File: src/rtl/bus_rr_arbiter_matrix.sv
// Shared single-channel bus: registered round-robin arbiter with optional burst limit,
// owner-muxed address/write/data, upper-address slave decode and one-cycle read return.
module bus_rr_arbiter_matrix #(
   parameter int NM        = 2,
   parameter int NS        = 2,
   parameter int AW        = 16,
   parameter int DW        = 64,
   parameter int SB        = 2,
   parameter int MAX_BURST = 0
) (
   input  logic             clk,
   input  logic             reset_n,
   input  logic [NM-1:0]    m_req,
   input  logic [NM-1:0]    m_wr,
   input  logic [NM*AW-1:0] m_address,
   input  logic [NM*DW-1:0] m_dout,
   input  logic [NS*DW-1:0] s_dout,
   output logic [NM-1:0]    m_grant,
   output logic [DW-1:0]    m_din,
   output logic [NS-1:0]    s_sel,
   output logic [AW-1:0]    s_address,
   output logic             s_wr,
   output logic [DW-1:0]    s_din
);

   localparam int IW = (NM > 1) ? $clog2(NM) : 1;
   localparam int CW = $clog2(MAX_BURST + 2);

   localparam logic [0:0] IDLE  = 1'b0;
   localparam logic [0:0] OWNED = 1'b1;

   logic [0:0]    state, state_nxt;
   logic [IW-1:0] owner, owner_nxt;
   logic [IW-1:0] ptr, ptr_nxt;
   logic [CW-1:0] cnt, cnt_nxt;
   logic [NS-1:0] rd_sel;
   logic [IW-1:0] k1;
   logic [IW:0]   from_ptr, from_k1;
   logic          others, hold;
   logic [SB-1:0] idx;

   // {found, index} of the first requester at or after start, wrapping modulo NM
   function automatic logic [IW:0] find_req(input logic [NM-1:0] req, input logic [IW-1:0] start);
      int j;
      find_req = '0;
      for (int i = NM - 1; i >= 0; i--) begin
         j = (int'(start) + i) % NM;
         if (req[j]) find_req = {1'b1, IW'(j)};
      end
   endfunction

   always_comb begin
      k1       = IW'((int'(owner) + 1) % NM);
      from_ptr = find_req(m_req, ptr);
      from_k1  = find_req(m_req, k1);
      others   = |(m_req & ~(NM'(1) << owner));
      hold     = m_req[owner] && (MAX_BURST == 0 || int'(cnt) < MAX_BURST - 1 || !others);
   end

   always_comb begin
      state_nxt = state;
      owner_nxt = owner;
      ptr_nxt   = ptr;
      cnt_nxt   = cnt;
      case (state)
         IDLE: begin
            if (from_ptr[IW]) begin
               state_nxt = OWNED;
               owner_nxt = from_ptr[IW-1:0];
               cnt_nxt   = '0;
            end
         end
         default: begin
            if (hold) begin
               cnt_nxt = (cnt == '1) ? cnt : cnt + CW'(1);
            end else begin
               // handoff in the same edge, so the bus never sits idle between owners
               ptr_nxt = k1;
               cnt_nxt = '0;
               if (from_k1[IW]) owner_nxt = from_k1[IW-1:0];
               else             state_nxt = IDLE;
            end
         end
      endcase
   end

   always_ff @(posedge clk or negedge reset_n) begin
      if (!reset_n) begin
         state  <= IDLE;
         owner  <= '0;
         ptr    <= '0;
         cnt    <= '0;
         rd_sel <= '0;
      end else begin
         state  <= state_nxt;
         owner  <= owner_nxt;
         ptr    <= ptr_nxt;
         cnt    <= cnt_nxt;
         rd_sel <= s_sel;
      end
   end

   assign m_grant = (state == OWNED) ? (NM'(1) << owner) : '0;

   always_comb begin
      s_address = '0;
      s_wr      = 1'b0;
      s_din     = '0;
      if (state == OWNED) begin
         s_address = m_address[owner*AW +: AW];
         s_wr      = m_wr[owner];
         s_din     = m_dout[owner*DW +: DW];
      end
   end

   // decode values at or above NS match no slave, so writes drop and reads return 0
   assign idx = s_address[AW-1 -: SB];

   always_comb begin
      s_sel = '0;
      for (int j = 0; j < NS; j++)
         if (state == OWNED && idx == SB'(j)) s_sel[j] = 1'b1;
   end

   always_comb begin
      m_din = '0;
      for (int j = 0; j < NS; j++)
         if (rd_sel[j]) m_din = m_din | s_dout[j*DW +: DW];
   end

endmodule

File: config.mk
export PLATFORM = sky130hd
export DESIGN_NAME = bus_rr_arbiter_matrix
export DESIGN_NICKNAME = d
export VERILOG_FILES = /design/src/rtl/bus_rr_arbiter_matrix.sv
export SDC_FILE = /design/constraint.sdc
export NUM_CORES = 1
export LEC_CHECK = 0
export ABC_AREA = 1
export CORE_AREA = 2 2 174 176
export CTS_CLUSTER_DIAMETER = 200
export DETAILED_ROUTE_END_ITERATION = 8
export DIE_AREA = 0 0 176 178
export GPL_TIMING_DRIVEN = 1
export PLACE_DENSITY = 0.4
export SKIP_CTS_REPAIR_TIMING = 1
export SLEW_MARGIN = 40
export SYNTH_ARGS = -nofsm -noshare
export SYNTH_HDL_FRONTEND = slang
export SYNTH_SLANG_ARGS = --single-unit
File: constraint.sdc
create_clock -name clk -period 1.2 [get_ports clk]
set_input_delay 0.24 -clock clk [delete_from_list [all_inputs] [get_ports clk]]
set_output_delay 0.24 -clock clk [all_outputs]
set_load 0.05 [all_outputs]
==> impl_results.md, run 1 <==
- Yosys top cell by area: a22o_1
- Buf/Inv on CP: 4
- Largest net degree at the start of global routing: 28
- Via density: 3.69
- Clk_lat worst skew: 230 ps
- Failing checks: setup timing
- Cell area power density: approximately 2300 mW/mm^2
- Most frequent cells in the layout: clkdlybuf4s50_1, buf_12, a22o_4
- Core Region: 0.0294 sq mm
- Number of hold violations in the final report: 0
- HP Class: in -> async
- Commonest non-fill, non-tap cell in the layout: clkdlybuf4s50_1
- Synthesized area per cell: between 8 and 9 sq um
- Place WS: -405 ps
- Synthesis-stage register bit count: 5
- Seq/Total Area, Yosys: 0.0695
- GPL Wtd Cong: 0.822
- Top cell type's share of synthesized area: 0.696
- Rel. slew slack: 0.832
- Critical Path RT: around 960 ps
- Die Span Y: 178 um
- Total track usage: 0.117
- Port buffer count: 442
- Mapped Area: 0.00180 sq mm
- Syn nets: 508
- Critical Path AT: 1510 ps
- Worst Skew: 1.30 ps
- Critical path fanouts, max: 13
- Die Area: 0.0313 sq mm
- Layout cell share with drive strength beyond 1: 0.542
- H-tree depth: 1
- Switch share: 0.472
- Longest Clk Path Bufs: 2
- Delay-heaviest family, CP: buffers and inverters
- CTS tree: built
- Root Driver: clkbuf_16
- I/O pin count: 443
- Initial antenna violation count: 1
- RSZ-0062 raised after global routing: yes
- Starting density of the core: 0.0612
- Post-route antenna net violation count: 0
- CTS Buf Count: 3
- GR Overflow Total: 0
- Crit share post-route: 1.46
- Worst Setup Path Type: reg -> out
- Post-route DRC: 0
- Worst path most repeated cell: buf_12
- Yosys cell types: 16
- Initial DRC Count: 49
- Vias in the first global route: roughly 4.6k
- Vias: roughly 4k
- Die width: 176 um
- Final setup margin: -555 ps
- Final core occ: 0.349
- CTS clk-pin slew, worst paths: 30 ps
- Clock share of power: 0.023
- CTS sink count: 5
- Leak: 4.37 nW
- Row count: 63
- Cells after Synth: 214
- Final Setup Violations: approximately 150
- Final Max Tran Viols: 0
- Power, Total: 23.9 mW
- Worst Tran Pin Value: ~250 ps
- Initial DRT Pass Iterations: 4
- Sw power: 11.3 mW
- Startpoint type of the worst setup path: flip-flop
- First-pass GRT wire length: between 20000 and 30000 um
- Combinational power share: 0.961
- Ranking of synthesized cells by area: a22o_1, buf_6, dfrtp_1, nand2_1, buf_2
- Synth Warn #: 0
- CP max stage delay: around 440 ps
- Minimum clock period: 1750 ps
- Routed len/inst: between 15 and 20 um
- Endpoint class of the critical path: output port
- Layout net count: 991
- Detail Placement HPWL: 18300 um
- Max-Cap Viols: 0
- Total wire length: about 21000 um
- Reg power frac: 0.017
- Status: finished, violations left
- Worst path cell trace: inv_4 -> nor2_8 -> buf_12 -> clkbuf_16 -> a22o_4 -> buf_12
- P_int: around 13 mW
- Max Freq: 0.570 GHz
- Worst-case vdd ir drop: 1.25 mV
- Crit-path slowest cell: dfrtp_2
- Area grow syn2layout: 470%
==> worst paths after layout <==
kind | from | end | slack [ps] | cells past startpoint
min in group clk | ptr | ptr | 500 | 2
min | reset_n | ptr | 250 | 1
max in group asynchronous | reset_n | rd_sel[0] | 720 | 1
max reg2reg | state | rd_sel[0] | -160 | 8
min reg2reg | ptr | ptr | 500 | 2
max | state | s_din[4] | -550 | 6
==> routing by layer <==
| layer | part of all wire | track usage |
|---|---|---|
| met2 | 0.57 | 0.242 |
| met5 | 0 | 0 |
| met4 | 0.013 | 0.0172 |
| met3 | 0.098 | 0.0407 |
| met1 | 0.32 | 0.113 |
==> cells by family after synthesis <==
kind of cell,Yosys count,synth area share
DFF,5,0.0695
AOI/OAI and AO/OA,146,0.704
and+or+nand+nor,27,0.0716
buffers and inverters,36,0.155
==> power groups by stage <==
stage | Sequential, mW | Combinational, mW | Clock, mW
CTS | 0.426 | 22.0 | 0.556
floorplan | 0.249 | 11.9 | 0
finish | 0.397 | 23.0 | 0.545
global placement | 0.416 | 21.9 | 0
global route | 0.416 | 23.8 | 0.576
detailed placement | 0.423 | 21.9 | 0
==> synthesized netlist by cell type <==
cell type  count
o21ai_0        1
nand2_2        1
nand2_1       21
inv_4          1
inv_1          3
nand3_1        2
buf_2         14
nor3_2         1
nor2_1         1
a22o_1       143
inv_2          1
buf_4          1
buf_6         16
nor2_8         1
a21oi_1        2
dfrtp_1        5
==> state kept, by name, summed over array words and instances (netlist names) <==
name and flops:
ptr 1, rd_sel 2, owner 1, state 1
==> worst register-to-register path, stage by stage (launching register included) <==
cell	delay, ps
dfrtp_2	440
inv_4	90
nor2_8	40
buf_12	140
nand2_4	60
nand2_4	70
nor3_4	230
buf_4	150
buf_6	80
==> layout make-up <==
type                       instances  area, sq um
antenna                            1         2.50
clock buffer                       4         78.8
fill                            2814        19100
inverter                           5         28.8
multi-input combinational        173         2730
sequential                         5          135
tap                              390          488
timing repair buffer             509         6800
==> through the flow <==
stage / hold WS [ps] / instances / cell area, sq um / TNS (ps)
5_1_grt: 266 / 1087 / 10300 / -82400
6_report: 250 / 1087 / 10300 / -76910
3_5_place_dp: 489 / 1061 / 9690 / -43450
4_1_cts: 254 / 1065 / 9770 / -80070
2_1_floorplan: -55.6 / 214 / 3150 / -13690
3_3_place_gp: 477 / 1061 / 9690 / -41110
Note: power is estimated with default switching activity, not from simulation.
==> inputs of run 2 (changes only) <==
--- a/config.mk
+++ b/config.mk
@@ -7,10 +7,9 @@
 export LEC_CHECK = 0
 export ABC_AREA = 1
 export CORE_AREA = 2 2 174 176
-export CTS_CLUSTER_DIAMETER = 200
 export DETAILED_ROUTE_END_ITERATION = 8
 export DIE_AREA = 0 0 176 178
-export GPL_TIMING_DRIVEN = 1
+export GPL_TIMING_DRIVEN = 0
 export PLACE_DENSITY = 0.4
 export SKIP_CTS_REPAIR_TIMING = 1
 export SLEW_MARGIN = 40
==> constraint.sdc (replaced) <==
create_clock -name clk -period 1.2 [get_ports clk]
set_input_delay 0.18 -clock clk [delete_from_list [all_inputs] [get_ports clk]]
set_output_delay 0.18 -clock clk [all_outputs]
set_load 0.05 [all_outputs]
==> run 2 against run 1 <==
The run still ends with setup timing left. Routed wire length is 5.7% lower. Global-route usage decreased by 0.73 points. Utilization shrank 6.7 points. Clock power shrank 1%. Via count decreased by 2.8%.
==> impl_results.md, run 2 (synthesized netlist as in run 1, its figures left out) <==
- Status: finished, violations left
- Failing checks: setup timing
- ANT cells: 0
- Worst-case vdd ir drop: ~0.96 mV
- H-tree depth: 1
- Buf/Inv on CP: 4
- Vias in the first global route: 4311
- M2 GR Usage: 0.235
- Commonest non-fill, non-tap cell in the layout: clkdlybuf4s50_1
- Starting density of the core: 0.0612
- Critical Path RT: 1020 ps
- Gr busiest metal: met2
- FF+latch area: 128 sq um
- Initial DRC Count: 56
- Largest register FFs: 2
- Cell area power density: 2230 mW/mm^2
- Detail Placement HPWL: 17100 um
- Worst Setup Path Type: reg -> out
- Startpoint type of the worst setup path: flip-flop
- Row count: between 60 and 70
- Max-Cap Viols: 0
- Routed len/inst: approximately 19 um
- Core Region: 0.0294 sq mm
- Total wire length: 19800 um
- Via density: about 3.7
- Most frequent cells in the layout: clkdlybuf4s50_1, a22o_4, clkbuf_4
- Critical Path AT: 1600 ps
- Longest Clk Path Bufs: 2
- Die width: 176 um
- Layout cell share with drive strength beyond 1: 0.517
- CTS clk-pin slew, worst paths: 30 ps
- FILL cells: 3048
- Leak: 3.61 nW
- Area grow syn2layout: 360%
- Largest net degree at the start of global routing: 11
- I/O pin count: 443
- Initial DRT Pass Iterations: 5
- Endpoint class of the critical path: output port
- Port buffer count: 442
- GR Overflow Total: 0
- Reg with most FFs: rd_sel
- CP max stage delay: ~450 ps
- HP Class: in -> async
- Area used by multi-input combinational logic: about 0.0025 sq mm
- Worst path cell trace: inv_4 -> nor2_8 -> buf_12 -> buf_6 -> a22o_4 -> clkbuf_4
- Minimum clock period: 1780 ps
- Die Span Y: 178 um
- Critical path fanouts, max: 10
- Die Area: between 0.03 and 0.04 sq mm
- GPL Wtd Cong: around 0.92
- Max Freq: between 0.5 and 0.6 GHz
- Final Max Tran Viols: 0
- Design area: 0.00829 sq mm
- Post-DP Area: 0.00756 sq mm
- Crit share post-route: 1.48
- M3 GR Usage: 0.0296
- Total track usage: 0.110
- CTS tree: built
- First-pass GRT wire length: 26300 um
- Crit-path slowest cell: dfrtp_2
- Met1 usage: 0.106
- Power, Total: 18.5 mW
- Hold WS: 179 ps
- Delay-heaviest family, CP: buffers and inverters
- Layout net count: about 970
- CTS sink count: 5
- Rel. slew slack: 0.833
- Final setup margin: -576 ps
- Worst Skew: 0.347 ps
- Number of hold violations in the final report: 0
- Root Driver: clkbuf_16
- Clk_lat worst skew: approximately 220 ps
- Post-route DRC: 0
- Post-route antenna net violation count: 0
- Final Setup Violations: 151
- Worst Tran Pin Value: 252 ps
- CTS Buf Count: 3
- Initial antenna violation count: 0
- RSZ-0062 raised after global routing: yes
- Vias: 3897
- Place WS: -1080 ps
-- run 2: worst paths after layout --
kind                              start        end  slack (ps)  depth (start not counted)
worst max-delay path              state  s_din[16]        -580                          6
worst max register to register    state  rd_sel[0]        -130                          7
worst min register to register      ptr        ptr         490                          2
max in group asynchronous       reset_n  rd_sel[0]         820                          1
worst min-delay path            reset_n        ptr         180                          1
min in group clk                    ptr        ptr         490                          2
-- run 2: metal layers --
| metal | wire [um] | vias up |
|---|---|---|
| li1 | - | 1827 |
| met1 | 6570 | 1788 |
| met2 | 11300 | 274 |
| met3 | 1720 | 8 |
| met4 | 199 | 0 |
| met5 | 0 | - |
-- run 2: worst reg2reg max path, stage by stage (launching register included) --
cell,delay [ps]
dfrtp_2,450
inv_4,120
nor2_8,50
buf_12,140
nand2_4,100
nand2_8,70
nor3_4,200
buf_4,140
-- run 2: power by group --
| group | switching, mW | total [mW] | internal [mW] |
|---|---|---|---|
| clock network | 0.0982 | 0.537 | 0.439 |
| logic | 10.1 | 17.7 | 7.53 |
| registers | 0.0547 | 0.286 | 0.231 |
-- run 2: cell type report --
type,count,share of cell area
Timing Repair Buffer,453,0.561
Multi-Input combinational cell,173,0.305
Buffer,31,0.0465
Tap cell,390,0.0589
Inverter,5,0.00347
Clock buffer,4,0.00951
Sequential cell,5,0.0154
-- run 2: metrics by stage --
step	util	setup TNS (ps)	cells
finish	0.282	-69950	1061
global route	0.282	-76700	1061
CTS	0.260	-174480	1050
detailed placement	0.257	-138540	1046
global placement	0.257	-137270	1046
floorplan	-	-8700	214
